### src/rtl/song_sequencer.sv
// Beat and note scheduler for one play session: count-in, tempo-driven note stepping,
// pause/resume with a frozen beat phase, abort and clear driven by the state_fsm mode.
module song_sequencer #(
    parameter int SONG_LEN   = 64,
    parameter int ADDR_W     = 8,
    parameter int LEAD_BEATS = 4,
    parameter int BEAT_EASY  = 6_000_000,
    parameter int BEAT_MED   = 4_000_000,
    parameter int BEAT_HARD  = 3_000_000
) (
    input  logic              clk,
    input  logic              rst,
    input  logic [2:0]        mode,
    input  logic [1:0]        diff_sel,
    output logic [ADDR_W-1:0] note_addr,
    output logic              beat_pulse,
    output logic [2:0]        count_in,
    output logic              playing,
    output logic              fin_check
);

    localparam int TICK_W = 32;

    localparam logic [2:0] S_IDLE    = 3'd0;
    localparam logic [2:0] S_COUNTIN = 3'd1;
    localparam logic [2:0] S_PLAY    = 3'd2;
    localparam logic [2:0] S_HOLD    = 3'd3;
    localparam logic [2:0] S_DONE    = 3'd4;

    localparam logic [2:0] M_RUN    = 3'd4;
    localparam logic [2:0] M_PAUSE  = 3'd5;
    localparam logic [2:0] M_FINISH = 3'd6;

    localparam logic [ADDR_W-1:0] LAST_NOTE = ADDR_W'(SONG_LEN - 1);

    logic [2:0]        state_reg, state_next;
    logic [2:0]        ret_reg, ret_next;
    logic [TICK_W-1:0] tick_reg, tick_next;
    logic [TICK_W-1:0] period_reg, period_next;
    logic [2:0]        count_reg, count_next;
    logic [ADDR_W-1:0] note_reg, note_next;
    logic              fin_reg, fin_next;
    logic              beat_reg;
    logic              beat_event;

    logic is_run, is_pause, is_finish;
    assign is_run    = (mode == M_RUN);
    assign is_pause  = (mode == M_PAUSE);
    assign is_finish = (mode == M_FINISH);

    // Difficulty codes 2 and 3 share the hard tempo.
    logic [TICK_W-1:0] period_lut [4];
    for (genvar gi = 0; gi < 4; gi++) begin : g_period_lut
        localparam int PERIOD = (gi == 0) ? BEAT_EASY : (gi == 1) ? BEAT_MED : BEAT_HARD;
        assign period_lut[gi] = TICK_W'(PERIOD);
    end

    always_comb begin
        state_next  = state_reg;
        ret_next    = ret_reg;
        tick_next   = tick_reg;
        period_next = period_reg;
        count_next  = count_reg;
        note_next   = note_reg;
        fin_next    = fin_reg;
        beat_event  = 1'b0;

        case (state_reg)
            S_IDLE: begin
                tick_next = '0;
                if (is_run) begin
                    period_next = period_lut[diff_sel];
                    count_next  = 3'(LEAD_BEATS);
                    note_next   = '0;
                    state_next  = S_COUNTIN;
                end
            end
            S_COUNTIN, S_PLAY: begin
                if (is_run) begin
                    if (tick_reg == period_reg - TICK_W'(1)) begin
                        beat_event = 1'b1;
                        tick_next  = '0;
                        if (state_reg == S_COUNTIN) begin
                            count_next = count_reg - 3'd1;
                            if (count_reg == 3'd1) begin
                                state_next = S_PLAY;
                                note_next  = '0;
                            end
                        end else if (note_reg == LAST_NOTE) begin
                            state_next = S_DONE;
                            fin_next   = 1'b1;
                        end else begin
                            note_next = note_reg + ADDR_W'(1);
                        end
                    end else begin
                        tick_next = tick_reg + TICK_W'(1);
                    end
                end else if (is_pause) begin
                    // Pause takes precedence over a due beat; the tick stays at period-1.
                    ret_next   = state_reg;
                    state_next = S_HOLD;
                end else if (is_finish) begin
                    state_next = S_DONE;
                    tick_next  = '0;
                end else begin
                    state_next = S_IDLE;
                    tick_next  = '0;
                    count_next = '0;
                    note_next  = '0;
                    fin_next   = 1'b0;
                end
            end
            S_HOLD: begin
                if (is_run) begin
                    state_next = ret_reg;
                end else if (is_finish) begin
                    state_next = S_DONE;
                    tick_next  = '0;
                end else if (!is_pause) begin
                    state_next = S_IDLE;
                    tick_next  = '0;
                    count_next = '0;
                    note_next  = '0;
                    fin_next   = 1'b0;
                end
            end
            S_DONE: begin
                tick_next = '0;
                if (!(is_run || is_finish)) begin
                    state_next = S_IDLE;
                    count_next = '0;
                    note_next  = '0;
                    fin_next   = 1'b0;
                end
            end
            default: begin
                state_next = S_IDLE;
                tick_next  = '0;
                count_next = '0;
                note_next  = '0;
                fin_next   = 1'b0;
            end
        endcase
    end

    always_ff @(posedge clk) begin
        if (rst) begin
            state_reg  <= S_IDLE;
            ret_reg    <= S_COUNTIN;
            tick_reg   <= '0;
            period_reg <= TICK_W'(BEAT_EASY);
            count_reg  <= '0;
            note_reg   <= '0;
            fin_reg    <= 1'b0;
            beat_reg   <= 1'b0;
        end else begin
            state_reg  <= state_next;
            ret_reg    <= ret_next;
            tick_reg   <= tick_next;
            period_reg <= period_next;
            count_reg  <= count_next;
            note_reg   <= note_next;
            fin_reg    <= fin_next;
            beat_reg   <= beat_event;
        end
    end

    assign note_addr  = note_reg;
    assign beat_pulse = beat_reg;
    assign count_in   = count_reg;
    assign playing    = (state_reg == S_PLAY);
    assign fin_check  = fin_reg;

endmodule
### config.mk
export PLATFORM = sky130hd
export DESIGN_NAME = song_sequencer
export DESIGN_NICKNAME = d
export VERILOG_FILES = /design/src/rtl/song_sequencer.sv
export SDC_FILE = /design/constraint.sdc
export NUM_CORES = 1
export LEC_CHECK = 0
export ABC_AREA = 1
export CORE_UTILIZATION = 50
export DETAILED_ROUTE_END_ITERATION = 12
export PLACE_DENSITY = 0.65
export SKIP_LAST_GASP = 1
export SLEW_MARGIN = 40
export SYNTH_ARGS = -nofsm -noshare
export SYNTH_HDL_FRONTEND = slang
export SYNTH_SLANG_ARGS = --single-unit
export TNS_END_PERCENT = 20
### constraint.sdc
create_clock -name clk -period 2.7 [get_ports clk]
set_input_delay 0.27 -clock clk [delete_from_list [all_inputs] [get_ports clk]]
set_output_delay 0.27 -clock clk [all_outputs]
set_load 0.02 [all_outputs]
==> flow_summary.json, run 1 <==
{
  "drt-initial-drc-count": 274,
  "hold_class": "reg -> reg",
  "cap_violations": 0,
  "yosysSeqAreaShare_pct": 25.79,
  "numCtsBuffers": 5,
  "async_flop_share_pct": 0,
  "setup_violations": 0,
  "rsz0062_at_grt": "no",
  "initial_core_util_pct": 52.37,
  "clock.fmax_mhz": 425.5,
  "rows": 33,
  "io_pins": 21,
  "fin_total_pwr_mw": 2.520,
  "largest_reg_flops": 32,
  "post_drt_wl_per_cell_um": 14.78,
  "dp.cells": 853,
  "layout_commonest_cell": "nand2_1",
  "clock_latency_ns": 0.33,
  "grt_pass1_wl_um": 20580,
  "final_cell_mix": "nand2_1 (231), inv_1 (83), nor2_1 (81)",
  "fillers": 876,
  "synth_nets": 757,
  "hold_violations": 0,
  "yosysTopAreaCell": "dfxtp_1",
  "antenna_found_initial": 0,
  "multiInputGateArea_um2": 2743,
  "die_h_um": 95.24,
  "grt_overflow": 0,
  "dieArea_um2": 9071,
  "clockBufferDepth": 2,
  "clock_sinks": 56,
  "portBuffers": 20,
  "synth-seq-cells": 56,
  "nets": 768,
  "ir_drop_mv": 0.3289,
  "h-tree-depth": 2,
  "vias_per_cell": 5.423,
  "grt_use_total_pct": 29.37,
  "area.growth.synth_to_final_pct": 8.578,
  "avgSynthCellArea_um2": 5.842,
  "vias": 4664,
  "worst_pin_slew_ns": 0.6723,
  "clkTransAtPathRegs_ns": 0.10,
  "root_buffer": "clkbuf_8",
  "final_cells": 860,
  "post_cts_buffers": 0,
  "drv_slew": 0,
  "synth_edf_count": 0,
  "final_area_um2": 4720,
  "cp.arrival_ns": 2.58,
  "cp_data_required_time_ns": 2.93,
  "worstSetupPathType": "reg -> reg",
  "route.detailed.drc": 0,
  "layout_setup_ws_ns": 0.3500,
  "ff2ff_setup_slack_ns": 0.35,
  "critPathMaxFanout": 16,
  "min_period_ns": 2.350,
  "detail-route-antenna-nets": 0,
  "power.leakage_nw": 2.019,
  "core_area_um2": 8299,
  "timing.final.crit_share_pct": 87.04,
  "drtPass1Iterations": 4,
  "synth_warnings": 0,
  "grt_max_degree": 26,
  "synth_cell_types": 37,
  "antenna_cells": 0,
  "max_slew_margin_pct": 55.13,
  "tns_ns": 0,
  "ys.flop_type": "dfxtp_1",
  "powerDensity_nw_per_um2": 533.9,
  "synthTopCellsByArea": "dfxtp_1 (26%), nand2_1 (20%), nand3_1 (8.6%)",
  "holdWs_ns": 0.4694,
  "post-route-util_pct": 56.87,
  "postPlaceCellArea_um2": 4642,
  "status": "completed",
  "drive_gt1_share_pct": 6.490,
  "die_w_um": 95.24,
  "skew_ns": 0.01041,
  "synthCells": 744,
  "pre_cts_ws_ns": 0.2308,
  "holdBufCountCts": 0,
  "ff_latch_area_um2": 1121,
  "hpwlAfterDp_um": 9393,
  "grt_pass1_vias": 4100,
  "syn_area_um2": 4347,
  "synth_top_area_share_pct": 25.79,
  "cp-start-kind": "flip-flop",
  "cts_tree": "yes",
  "crit_path_end_kind": "flip-flop",
  "cts_resized": 0,
  "routabilityCongestion": 0.8898,
  "wirelength_um": 12710
}
[kinds of logic after synthesis]
family | share of synthesized area, %
fa+ha+maj | 1.727
flops | 25.79
compound gates | 11.92
buf+inv | 11.11
xor+xnor | 5.037
simple gates | 44.42
[cell usage after synthesis, drive strengths merged (2+ instances only)]
cell type,number
buf,11
nand3,79
a21oi,34
nand2,236
dfxtp,56
o211ai,9
xor2,20
ha,6
a31oi,11
nor2,89
clkbuf,18
o21ai,36
or2,3
inv,92
nor4,2
nand3b,3
nor3,15
xnor2,5
nand4,13
[layer usage]
layer | track usage (%) | share of wire [%] | vias to the layer above | wire, µm
met3 | 3.110 | 4.0 | 14 | 504
li1 | - | - | 2398 | -
met1 | 39.23 | 47 | 2147 | 6036
met2 | 50.18 | 47 | 105 | 5999
met4 | 7.323 | 1.4 | 0 | 172
met5 | 0 | 0 | - | 0
[worst paths after layout]
kind | from | end | cells after the start
setup / recovery | period_reg[14] | tick_reg[16] | 15
hold / removal | ret_reg[2] | ret_reg[2] | 2
setup reg to reg | period_reg[14] | tick_reg[16] | 15
hold reg to reg | ret_reg[2] | ret_reg[2] | 2
[worst max-delay path, stage by stage, from the launching register on]
cell and delay, ns:
dfxtp_1 0.48, inv_2 0.12, ha_1 0.33, nand2_1 0.07, inv_1 0.04, nor2_1 0.09, nand2_1 0.06, nor2_1 0.09
nand3_1 0.11, nor2_2 0.14, nand2_4 0.15, buf_4 0.25, nand3_1 0.09, o211ai_1 0.11, nand2_1 0.08, inv_1 0.04
[where the power goes]
part	internal, mW	leakage [nW]	switching, mW
clock network	0.178	0.0410	0.303
logic	0.349	1.52	0.721
registers	0.898	0.453	0.0703
total	1.43	2.02	1.09
[cell type report]
| cell class | count | area share [%] |
|---|---|---|
| Timing Repair Buffer | 33 | 6.310 |
| Multi-Input combinational cell | 566 | 58.11 |
| Sequential cell | 56 | 23.75 |
| Inverter | 93 | 7.397 |
| Clock buffer | 6 | 1.538 |
| Tap cell | 105 | 2.784 |
| Clock inverter | 1 | 0.1060 |
Note: power is estimated with default switching activity, not from simulation.
==> run 2, diff against run 1 <==
--- a/config.mk
+++ b/config.mk
@@ -6,9 +6,10 @@
 export NUM_CORES = 1
 export LEC_CHECK = 0
 export ABC_AREA = 1
+export CAP_MARGIN = 0
 export CORE_UTILIZATION = 50
 export DETAILED_ROUTE_END_ITERATION = 12
-export PLACE_DENSITY = 0.65
+export PLACE_DENSITY = 0.68
 export SKIP_LAST_GASP = 1
 export SLEW_MARGIN = 40
 export SYNTH_ARGS = -nofsm -noshare
==> flow_summary.json, run 2 (synthesis gave the netlist of run 1 again) <==
{
  "holdWs_ns": 0.4810,
  "wl_met2_um": 5813,
  "area.growth.synth_to_final_pct": 8.779,
  "route.detailed.drc": 0,
  "cap_violations": 0,
  "h-tree-depth": 2,
  "drtPass1Iterations": 5,
  "routabilityCongestion": 0.9485,
  "clkTransAtPathRegs_ns": 0.12,
  "layout_commonest_cell": "nand2_1",
  "skew_ns": 0.01429,
  "clock.fmax_mhz": 430.1,
  "pre_cts_ws_ns": 0.1826,
  "grt_overflow": 0,
  "cp.arrival_ns": 2.54,
  "detail-route-antenna-nets": 0,
  "vias": 4740,
  "max_slew_margin_pct": 55.08,
  "vias_per_cell": 5.518,
  "post-route-util_pct": 56.97,
  "power.leakage_nw": 2.017,
  "final_area_um2": 4728,
  "clockBufferDepth": 2,
  "clock_sinks": 56,
  "cts_tree": "yes",
  "ff_latch_area_um2": 1121,
  "ir_drop_mv": 0.3651,
  "wl_met1_um": 5780,
  "dp.cells": 851,
  "critPathTopFamily": "simple AND/OR/NAND/NOR gates",
  "drive_gt1_share_pct": 6.499,
  "antenna_found_initial": 0,
  "post_drt_wl_per_cell_um": 14.76,
  "status": "completed",
  "hpwlAfterDp_um": 9309,
  "cp_cell_sequence": "inv_2 -> ha_1 -> nand2_1 -> inv_1 -> nor2_1 -> nand2_1 -> nor2_1 -> nand3_1 -> nor2_2 -> nand2_4 -> nand2_8 -> nand2_1 -> o21ai_1 -> nor2_1",
  "holdBufCountCts": 0,
  "cp_data_required_time_ns": 2.91,
  "largest_reg_flops": 32,
  "fillers": 862,
  "portBuffers": 20,
  "cp-start-kind": "flip-flop",
  "max_stage_delay_ns": 0.47,
  "route.met3.wl_um": 812,
  "die_w_um": 95.24,
  "io_pins": 21,
  "nets": 766,
  "initial_core_util_pct": 52.37,
  "final_cell_mix": "nand2_1 (231), inv_1 (83), nor2_1 (81)",
  "post_cts_buffers": 0,
  "rsz0062_at_grt": "no",
  "postPlaceCellArea_um2": 4627,
  "core_area_um2": 8299,
  "critPathMaxFanout": 16,
  "min_period_ns": 2.325,
  "setup_violations": 0,
  "drv_slew": 0,
  "layout_setup_ws_ns": 0.3751,
  "die_h_um": 95.24,
  "ff2ff_setup_slack_ns": 0.38,
  "crit_buf_inv": 2,
  "wirelength_um": 12680,
  "grt_pass1_wl_um": 20900,
  "final_cells": 859,
  "hold_class": "reg -> reg",
  "fin_total_pwr_mw": 2.578,
  "dr.max_layer_used": "met4",
  "tns_ns": 0,
  "timing.final.crit_share_pct": 86.11,
  "hold_violations": 0,
  "antenna_cells": 0,
  "rows": 33,
  "root_buffer": "clkbuf_8",
  "multiInputGateArea_um2": 2743,
  "grt_use_total_pct": 29.75,
  "dieArea_um2": 9071,
  "cts_resized": 0,
  "grt_max_degree": 35,
  "drt-initial-drc-count": 341,
  "worst_pin_slew_ns": 0.6731,
  "cpMaxStageDelayCell": "dfxtp_1",
  "worstSetupPathType": "reg -> reg",
  "clock_latency_ns": 0.33,
  "powerDensity_nw_per_um2": 545.2,
  "grt_pass1_vias": 4221,
  "numCtsBuffers": 5,
  "crit_path_end_kind": "flip-flop"
}
## run 2: cell types whose count changed in the layout (fill, tap and decap cells not counted)
cell	change
buf_4	-2
clkbuf_1	-1
clkbuf_8	+1
clkinv_2	-1
clkinvlp_4	+1
inv_8	+1
## run 2: cell type report
class	instances	share of cell area (%)
sequential	56	23.71
clock buffer	6	1.746
multi-input combinational	566	58.00
tap	105	2.779
clock inverter	2	0.3969
timing repair buffer	31	5.980
inverter	93	7.383
## run 2: worst register-to-register path: stages, from the launching register on
cell     delay (ns)
dfxtp_1        0.47
inv_2          0.12
ha_1           0.32
nand2_1        0.07
inv_1          0.04
nor2_1         0.09
nand2_1        0.06
nor2_1         0.09
nand3_1        0.11
nor2_2         0.14
nand2_4        0.17
nand2_8        0.19
nand2_1        0.13
o21ai_1        0.17
nor2_1         0.05
## run 2: power breakdown
part           switching [mW]  leakage, nW  internal, mW
Sequential             0.0703        0.453         0.898
Clock                   0.314       0.0493         0.216
Combinational           0.732         1.51         0.348
Total                    1.12         2.02          1.46
## run 2: per-layer routing
layer / vias to the layer above / track usage, %
met3: 25 / 3.589
met5: - / 0
li1: 2402 / -
met2: 151 / 49.23
met1: 2162 / 39.34
met4: 0 / 11.24
## run 2: path summary, 6_finish.rpt
path | start | to | cells past startpoint
worst max-delay path | period_reg[14] | state_reg[1] | 14
worst min-delay path | ret_reg[1] | ret_reg[1] | 2
worst max register to register | period_reg[14] | state_reg[1] | 14
worst min register to register | ret_reg[1] | ret_reg[1] | 2
==> run 3, diff against run 2 <==
==> constraint.sdc (replaced) <==
create_clock -name clk -period 2.75 [get_ports clk]
set_input_delay 0.275 -clock clk [delete_from_list [all_inputs] [get_ports clk]]
set_output_delay 0.275 -clock clk [all_outputs]
set_load 0.02 [all_outputs]
==> flow_summary.json, run 3 (synthesis gave the netlist of run 1 again) <==
{
  "critPathTopFamily": "simple AND/OR/NAND/NOR gates",
  "fin_total_pwr_mw": 2.597,
  "switching_share_pct": 41.37,
  "rsz0062_at_grt": "no",
  "holdBufCountCts": 0,
  "largest_reg_flops": 32,
  "final_cell_mix": "nand2_1 (231), inv_1 (83), nor2_1 (81)",
  "use_met1_pct": 39.36,
  "crit_buf_inv": 0,
  "status": "completed",
  "cts_tree": "yes",
  "clock_latency_ns": 0.32,
  "hpwlAfterDp_um": 9219,
  "die_w_um": 95.24,
  "grt_use_total_pct": 29.38,
  "min_period_ns": 2.339,
  "internal_power_mw": 1.522,
  "layout_commonest_cell": "nand2_1",
  "cts_resized": 0,
  "top_usage_layer": "met2",
  "cp_cell_sequence": "ha_1 -> nand3_2 -> nor2_4 -> nand2_1 -> nor2_1 -> nand3_1 -> nor2_2 -> nand2_4 -> nand2_8 -> nand2_4 -> o21ai_1 -> nor2_1",
  "p_sw_mw": 1.074,
  "core_area_um2": 8299,
  "nets": 767,
  "r2r_end": "note_addr[1]",
  "grt_pass1_wl_um": 20850,
  "antenna_cells": 0,
  "grt_max_degree": 35,
  "numCtsBuffers": 5,
  "clock.fmax_mhz": 427.5,
  "final_area_um2": 4756,
  "ff2ff_setup_slack_ns": 0.41,
  "vias": 4701,
  "power.leakage_nw": 2.035,
  "antenna_found_initial": 0,
  "min_to": "ret_reg[2]",
  "powerDensity_nw_per_um2": 546.0,
  "grt_pass1_vias": 4311,
  "setup_violations": 0,
  "min_from": "ret_reg[2]",
  "wirelength_um": 12590,
  "sequentialPowerShare_pct": 36.6,
  "timing.final.crit_share_pct": 85.05,
  "hold_violations": 0,
  "hold_class": "reg -> reg",
  "use_met2_pct": 49.17,
  "combPwrFrac_pct": 40.4,
  "final_cells": 860,
  "route.detailed.drc": 0,
  "power_frac_clock_pct": 23.0,
  "area.growth.synth_to_final_pct": 9.413,
  "dieArea_um2": 9071,
  "initial_core_util_pct": 52.37,
  "cp-start-kind": "flip-flop",
  "post_cts_buffers": 0,
  "critPathMaxFanout": 16,
  "use_met3_pct": 3.030,
  "worst_pin_slew_ns": 0.7027,
  "drv_slew": 0,
  "tns_ns": 0,
  "grt_overflow": 0,
  "dp.cells": 852,
  "post_drt_wl_per_cell_um": 14.64,
  "die_h_um": 95.24,
  "crit_path_end_kind": "flip-flop",
  "clkTransAtPathRegs_ns": 0.12,
  "detail-route-antenna-nets": 0,
  "drt-initial-drc-count": 307,
  "clockBufferDepth": 2,
  "cp.arrival_ns": 2.55,
  "worst-r2r-cell-count": 12,
  "routabilityCongestion": 0.9231,
  "clock_sinks": 56,
  "drive_gt1_share_pct": 6.623,
  "cp_data_required_time_ns": 2.96,
  "drtPass1Iterations": 5,
  "reg2reg_from": "tick_reg[0]",
  "rows": 33,
  "worstSetupPathType": "reg -> reg",
  "max_slew_margin_pct": 53.10,
  "cap_violations": 0,
  "cpMaxStageDelayCell": "dfxtp_1",
  "io_pins": 21,
  "ir_drop_mv": 0.3665,
  "h-tree-depth": 2,
  "root_buffer": "clkbuf_8",
  "max_stage_delay_ns": 0.50,
  "hold_depth": 2,
  "postPlaceCellArea_um2": 4634,
  "portBuffers": 20,
  "skew_ns": 0.01563,
  "vias_per_cell": 5.466
}
run 3: changes by cell type in the layout (fill, tap and decap cells not counted), sizes merged:
cell,change
buf,+1
bufinv,+1
clkinv,+1
clkinvlp,-1
inv,-1
run 3: through the flow:
stage,utilization [%],hold slack (ns),worst slack (ns)
5_1_grt,57.30,0.5017,0.1828
2_1_floorplan,-,0.4244,0.8778
6_report,57.30,0.4719,0.4110
4_1_cts,57.30,0.4723,0.4267
3_5_place_dp,55.84,0.4514,0.2023
3_3_place_gp,55.84,0.4497,0.3203
run 3: tightest hold or removal path, stage by stage (launching register included):
cell     delay [ns]
dfxtp_1        0.32
inv_1          0.07
nor3_1         0.05
run 3: area by class of cell:
class                      count  area, µm²
sequential                    56       1121
timing repair buffer          32      290.3
inverter                      93      349.1
clock inverter                 2      38.79
tap                          105      131.4
fill                         872       3543
multi-input combinational    566       2743
clock buffer                   6      82.58
run 3: per-layer routing:
metal / part of all wire, % / vias up
met3: 5.4 / 24
li1: - / 2402
met5: 0 / -
met1: 47 / 2140
met4: 2.2 / 0
met2: 45 / 135
run 3: worst max path at each step:
stage,start,end,cells past startpoint
final,tick_reg[0],note_addr[1],12
after global routing,period_reg[14],note_addr[1],14
after CTS,tick_reg[0],note_addr[1],12
after detailed placement,mode[2],state_reg[2],9
after global placement,mode[2],state_reg[2],9
after floorplan,period_reg[14],tick_reg[18],15
run 3: power by group through the flow:
stage               sequential (mW)  combinational [mW]  clock (mW)
finish                        0.950                1.05       0.598
detailed placement            0.968                1.04           0
global placement              0.965                1.04           0
CTS                           0.950                1.05       0.605
floorplan                     0.995               0.702           0
global route                  0.961                1.17       0.627
